`src/rtl/regfile_rename_pkg.sv`:
```
// Shared machine-width definitions for the register file, ROB and LSB.
// Register index helper keeps the "x0 is hardwired" rule in one place.
package regfile_rename_pkg;

   localparam int REG_LEN  = 5;
   localparam int ROB_LEN  = 4;
   localparam int DATA_LEN = 32;
   localparam int REG_NUM  = 32;
   localparam int ROB_MAX  = 16;

   function automatic logic rd_writable(input logic [REG_LEN-1:0] rd);
      return rd != '0;
   endfunction

endpackage

```
`src/rtl/regfile_read_port.sv`:
```
// One issue-stage source lookup: selects register state and forwards a
// same-cycle commit whose tag matches the in-flight producer.
module regfile_read_port
   import regfile_rename_pkg::*;
#(
   parameter int REG_NUM = regfile_rename_pkg::REG_NUM,
   parameter int ROB_W   = ROB_LEN,
   parameter int DATA_W  = DATA_LEN
) (
   input  logic [REG_LEN-1:0]              i_idx,
   input  logic [REG_NUM-1:0][DATA_W-1:0]  i_val,
   input  logic [REG_NUM-1:0]              i_busy,
   input  logic [REG_NUM-1:0][ROB_W-1:0]   i_tag,
   input  logic                            i_unlock,
   input  logic [REG_LEN-1:0]              i_unlock_rd,
   input  logic [ROB_W-1:0]                i_unlock_robpos,
   input  logic [DATA_W-1:0]               i_unlock_val,
   output logic                            o_busy,
   output logic [ROB_W-1:0]                o_robpos,
   output logic [DATA_W-1:0]               o_val
);

   logic w_hit;

   always_comb begin
      w_hit    = 1'b0;
      o_busy   = 1'b0;
      o_robpos = '0;
      o_val    = '0;
      if (rd_writable(i_idx)) begin
         // A pending rename is deliberately invisible here: issue sees the old producer.
         w_hit    = i_unlock && (i_unlock_rd == i_idx) && i_busy[i_idx]
                    && (i_tag[i_idx] == i_unlock_robpos);
         o_busy   = i_busy[i_idx] & ~w_hit;
         o_robpos = i_tag[i_idx];
         o_val    = w_hit ? i_unlock_val : i_val[i_idx];
      end
   end

endmodule

```
`src/rtl/regfile_rename.sv`:
```
// Architectural register file with per-register rename tags; commits free a
// register only when they come from its most recent producer.
module regfile_rename
   import regfile_rename_pkg::*;
#(
   parameter int REG_NUM = regfile_rename_pkg::REG_NUM,
   parameter int ROB_W   = ROB_LEN,
   parameter int DATA_W  = DATA_LEN
) (
   input  logic               clk,
   input  logic               reset,
   input  logic               ready,
   input  logic               clear,
   input  logic [4:0]         rs1_idx,
   input  logic [4:0]         rs2_idx,
   output logic               rs1_busy,
   output logic               rs2_busy,
   output logic [ROB_W-1:0]   rs1_robpos,
   output logic [ROB_W-1:0]   rs2_robpos,
   output logic [DATA_W-1:0]  rs1_val,
   output logic [DATA_W-1:0]  rs2_val,
   input  logic               rename,
   input  logic [4:0]         rename_rd,
   input  logic [ROB_W-1:0]   rename_robpos,
   input  logic               unlock,
   input  logic [4:0]         unlock_rd,
   input  logic [ROB_W-1:0]   unlock_robpos,
   input  logic [DATA_W-1:0]  unlock_val
);

   logic [REG_NUM-1:0][DATA_W-1:0] r_val;
   logic [REG_NUM-1:0]             r_busy;
   logic [REG_NUM-1:0][ROB_W-1:0]  r_tag;

   logic w_commit;
   logic w_rename;

   assign w_commit = unlock & rd_writable(unlock_rd);
   assign w_rename = rename & ~clear & rd_writable(rename_rd);

   // Statement order matters: clear overrides commit's busy drop, rename overrides both.
   always_ff @(posedge clk or negedge reset) begin
      if (!reset) begin
         r_val  <= '0;
         r_busy <= '0;
         r_tag  <= '0;
      end else if (ready) begin
         if (w_commit) begin
            r_val[unlock_rd] <= unlock_val;
            if (r_tag[unlock_rd] == unlock_robpos) r_busy[unlock_rd] <= 1'b0;
         end
         if (clear) r_busy <= '0;
         if (w_rename) begin
            r_busy[rename_rd] <= 1'b1;
            r_tag[rename_rd]  <= rename_robpos;
         end
      end
   end

   regfile_read_port #(.REG_NUM(REG_NUM), .ROB_W(ROB_W), .DATA_W(DATA_W)) u_rs1 (
      .i_idx           (rs1_idx),
      .i_val           (r_val),
      .i_busy          (r_busy),
      .i_tag           (r_tag),
      .i_unlock        (unlock),
      .i_unlock_rd     (unlock_rd),
      .i_unlock_robpos (unlock_robpos),
      .i_unlock_val    (unlock_val),
      .o_busy          (rs1_busy),
      .o_robpos        (rs1_robpos),
      .o_val           (rs1_val)
   );

   regfile_read_port #(.REG_NUM(REG_NUM), .ROB_W(ROB_W), .DATA_W(DATA_W)) u_rs2 (
      .i_idx           (rs2_idx),
      .i_val           (r_val),
      .i_busy          (r_busy),
      .i_tag           (r_tag),
      .i_unlock        (unlock),
      .i_unlock_rd     (unlock_rd),
      .i_unlock_robpos (unlock_robpos),
      .i_unlock_val    (unlock_val),
      .o_busy          (rs2_busy),
      .o_robpos        (rs2_robpos),
      .o_val           (rs2_val)
   );

endmodule

```
`config.mk`:
```
export PLATFORM = sky130hd
export DESIGN_NAME = regfile_rename
export DESIGN_NICKNAME = d
export VERILOG_FILES = /design/src/rtl/regfile_rename_pkg.sv /design/src/rtl/regfile_read_port.sv /design/src/rtl/regfile_rename.sv
export SDC_FILE = /design/constraint.sdc
export NUM_CORES = 2
export LEC_CHECK = 0
export BUFFER_PORTS_ARGS = -buffer_cell sky130_fd_sc_hd__buf_2
export CAP_MARGIN = 20
export CORE_MARGIN = 5
export CORE_UTILIZATION = 55
export CTS_CLUSTER_SIZE = 24
export DETAILED_ROUTE_END_ITERATION = 16
export HOLD_SLACK_MARGIN = 0.12
export PLACE_DENSITY = 0.8
export SYNTH_ARGS = -nofsm -noshare
export SYNTH_HDL_FRONTEND = slang
export SYNTH_SLANG_ARGS = --single-unit
```
`constraint.sdc`:
```
create_clock -name clk -period 7.6 [get_ports clk]
set_input_delay 2.28 -clock clk [delete_from_list [all_inputs] [get_ports clk]]
set_output_delay 2.28 -clock clk [all_outputs]
set_load 0.05 [all_outputs]
```
==> summary.txt <==
Clock network
  – Number of buffers added by the clock tree synthesis step: roughly 120
  – CTS sink cnt: about 1200
  – CTS Buffer Depth: 3
  – TritonCTS clock tree: yes
  – Clock root cell: sky130_fd_sc_hd__clkbuf_16
  – Clock slew at the register clock pins of the worst setup and hold paths: roughly 0.06 ns
  – Clock insertion delay at the later pin of the skew report: between 0.7 and 0.8 ns
  – Clock H-tree levels: 3
  – Number of buffers inserted for hold repair after clock tree synthesis: 0

Setup path
  – Startpoint class of the critical path: primary input
  – Worst EP required: 5.32 ns
  – Arrival time at the worst endpoint: between 5 and 6 ns
  – CP max FO: 25
  – Classification of the worst setup path: primary input to primary output
  – Cells on worst reg2reg path: 9
  – Endpoint type of the worst setup path: primary output

Place
  – Instance area after placement: 67470 µm²
  – Half-perimeter wire length after placement: 107.7 mm
  – Cell count after placement: around 5500
  – Final GP Congestion: between 0.9 and 1
  – Port buffer count: 139

Yosys
  – Ys Warns: 0
  – Synth Area per Inst: ~16 µm²
  – Top cell types by occurrence after synthesis: sky130_fd_sc_hd__dfrtp_1, sky130_fd_sc_hd__mux2_2, sky130_fd_sc_hd__mux4_2
  – Synth cell types: 45
  – Share of synthesized registers carrying an async set or reset: 1.000
  – Prevailing post-synth register cell: sky130_fd_sc_hd__dfrtp_1
  – Share of the synthesized area in the top cell type: 0.4557
  – EDFF count, synth: 0
  – Synthesis-stage register bit count: ~1200
  – Post-Synthesis Net Count: between 4000 and 5000
  – Area of the mapped netlist: between 60000 and 70000 µm²
  – Post-Synthesis Cells: 4162
  – Post-synthesis sequential area ratio: 0.4557
  – Library cell occupying the most area in the post-synthesis netlist: sky130_fd_sc_hd__dfrtp_1
  – Most numerous cell in the Yosys netlist: sky130_fd_sc_hd__dfrtp_1
  – Top post-synthesis cells by area: sky130_fd_sc_hd__dfrtp_1, sky130_fd_sc_hd__mux4_2, sky130_fd_sc_hd__mux2_2

Power
  – Leak: 32.07 nW
  – Power per standard cell area: 240.1 nW/µm²
  – Worst vdd rail ir drop: roughly 0.19 mV

STA
  – Final Cycle Share: 0.9834
  – Remaining max-slew budget at the tightest pin: 0.1653
  – Worst hold slack: just under 0.4 ns
  – Final hold violation count: 0
  – Pin slew with the least headroom to its limit: approximately 1.2 ns
  – Setup-violating endpoint count in the final report: 0
  – Unrepaired setup endpoints after global routing: no
  – Clock period minus final worst setup slack: between 7 and 8 ns
  – Fin. max-slew vios: 0
  – Fmax: roughly 130 MHz
  – Setup Skew: 0.01414 ns

Drt
  – Post-DR vias/cell: roughly 7.2
  – Routed WL: 189.9 mm
  – Vias: 41070
  – Remaining number of nets flagged by the antenna check after routing: 0
  – Routed wire per std cell: approximately 33 µm
  – Number of remaining DRC errors: 0
  – Number of detailed-routing iterations run before antenna repair: 5
  – First DRT Iteration DRCs: between 4000 and 5000

Outcome
  – Run status: finished clean

Hold path
  – Instance count along the most critical hold path: 0
  – Hold WC Path Type: flip-flop to flip-flop

Floorplan
  – Initial Utilization: 0.5521
  – Horiz. Die Dim: ~350 µm
  – Number of cell rows: roughly 130
  – Standard cell core area: between 100000 and 150000 µm²
  – Area of the die: ~130000 µm²
  – Die H: between 300 and 400 µm
  – Number of top-level design ports: between 100 and 150

GRT
  – Aggregate global-route resource usage: 0.3041
  – Initial antenna violation count: 5
  – Remaining global-route overflow: 0
  – Largest net degree at the start of global routing: 186
  – Vias in the first global route: approximately 43000
  – Wire length of the first global-routing pass: 285.2 mm

Layout
  – Area growth from synthesis to final layout: 10.48%
  – Count of filler cells inserted in the layout: slightly above 8000
  – Fraction of final layout cells with drive strength greater than 1: 0.5721
  – Multi-input combinational cell area: 33670 µm²
  – Post-route cell area: just over 70000 µm²
  – Layout net count: a little over 4000
  – Non-filler cells, final: approximately 5700
  – Sequential standard cell area: slightly below 30000 µm²

Job
  – Max-cap check violation count: 0
## metrics by stage
stage          worst slack [ns]  total power, mW    util  TNS [ns]
6_report                 0.1264            17.25  0.6100         0
5_1_grt               0.0007025            17.85  0.6100         0
4_1_cts                0.001563            17.27  0.6089         0
3_5_place_dp           -0.01408            10.93  0.5729  -0.01408
3_3_place_gp           -0.01270            10.78  0.5727  -0.01270
2_1_floorplan          0.009671            9.928       -         0
## area by class of cell
cell class                      instances  area share
Sequential cell                      1184      0.4125
Clock inverter                         52     0.01038
Inverter                                2   0.0001045
Antenna cell                            2  0.00006967
Multi-Input combinational cell       2499      0.4687
Tap cell                             1536     0.02675
Timing Repair Buffer                  258     0.03297
Clock buffer                          165     0.04854
## power by group
group	internal [mW]	leakage, nW	switching, mW
Clock	3.80	2.09	2.57
Sequential	7.07	15.8	0.587
Combinational	1.77	14.2	1.46
## layout by cell type (no fill, tap or decap), drive strengths merged, types with 12 or more instances in the layout
| master | count |
|---|---|
| nand2 | 218 |
| o211ai | 16 |
| mux4 | 753 |
| bufinv | 18 |
| nor2b | 16 |
| buf | 250 |
| dfrtp | 1184 |
| clkinv | 27 |
| nand2b | 13 |
| a21oi | 15 |
| nor2 | 47 |
| o21ai | 46 |
| o311ai | 12 |
| mux2 | 1122 |
| mux2i | 101 |
| nor3 | 16 |
| o311a | 32 |
| clkbuf | 173 |
| xor2 | 16 |
## routing by layer
layer  vias up  global-route usage  routed length [µm]
met5         -            0.008077                 138
met4         2              0.1393                9652
met3       536             0.07650               19070
met2      2315              0.4666               89060
met1     22190              0.4150               72010
li1      16030                   -                   -
## repair_timing
action	4_1_cts	5_1_grt
pin swaps	0	0
endpoints found under the setup margin	1	48
setup buffers	0	1
gates cloned	0	2
resized for setup	1	18
## path summary, 6_finish.rpt
check                      slack (ns)  startpoint          end
min reg2reg                      0.40   r_val[30]    r_val[30]
min                              0.40   r_val[30]    r_val[30]
max in group asynchronous        4.34       reset   r_val[121]
max reg2reg                      4.40  r_tag[101]   r_busy[31]
min in group asynchronous        1.65       reset   r_val[261]
max                              0.13  rs2_idx[0]  rs2_val[29]
## registers in the layout (all words and copies together) (netlist names)
name	flops
r_busy	32
r_val	1024
r_tag	128
## critical path, cell delays in order
cell	delay [ns]
sky130_fd_sc_hd__buf_8	0.26
sky130_fd_sc_hd__buf_12	0.30
sky130_fd_sc_hd__buf_16	0.27
sky130_fd_sc_hd__mux4_2	0.55
sky130_fd_sc_hd__mux4_2	0.50
sky130_fd_sc_hd__mux2i_1	0.37
sky130_fd_sc_hd__o21ai_0	0.17
sky130_fd_sc_hd__buf_4	0.16
sky130_fd_sc_hd__o311a_1	0.13
sky130_fd_sc_hd__buf_12	0.16
## logic make-up after synthesis
family | count (synthesis) | synth area share
buf+inv | 479 | 0.03071
flops | 1184 | 0.4557
compound gates | 147 | 0.01624
simple gates | 354 | 0.02375
mux | 1976 | 0.4707
xor+xnor | 22 | 0.002963
(Power assumes the default switching activity.)
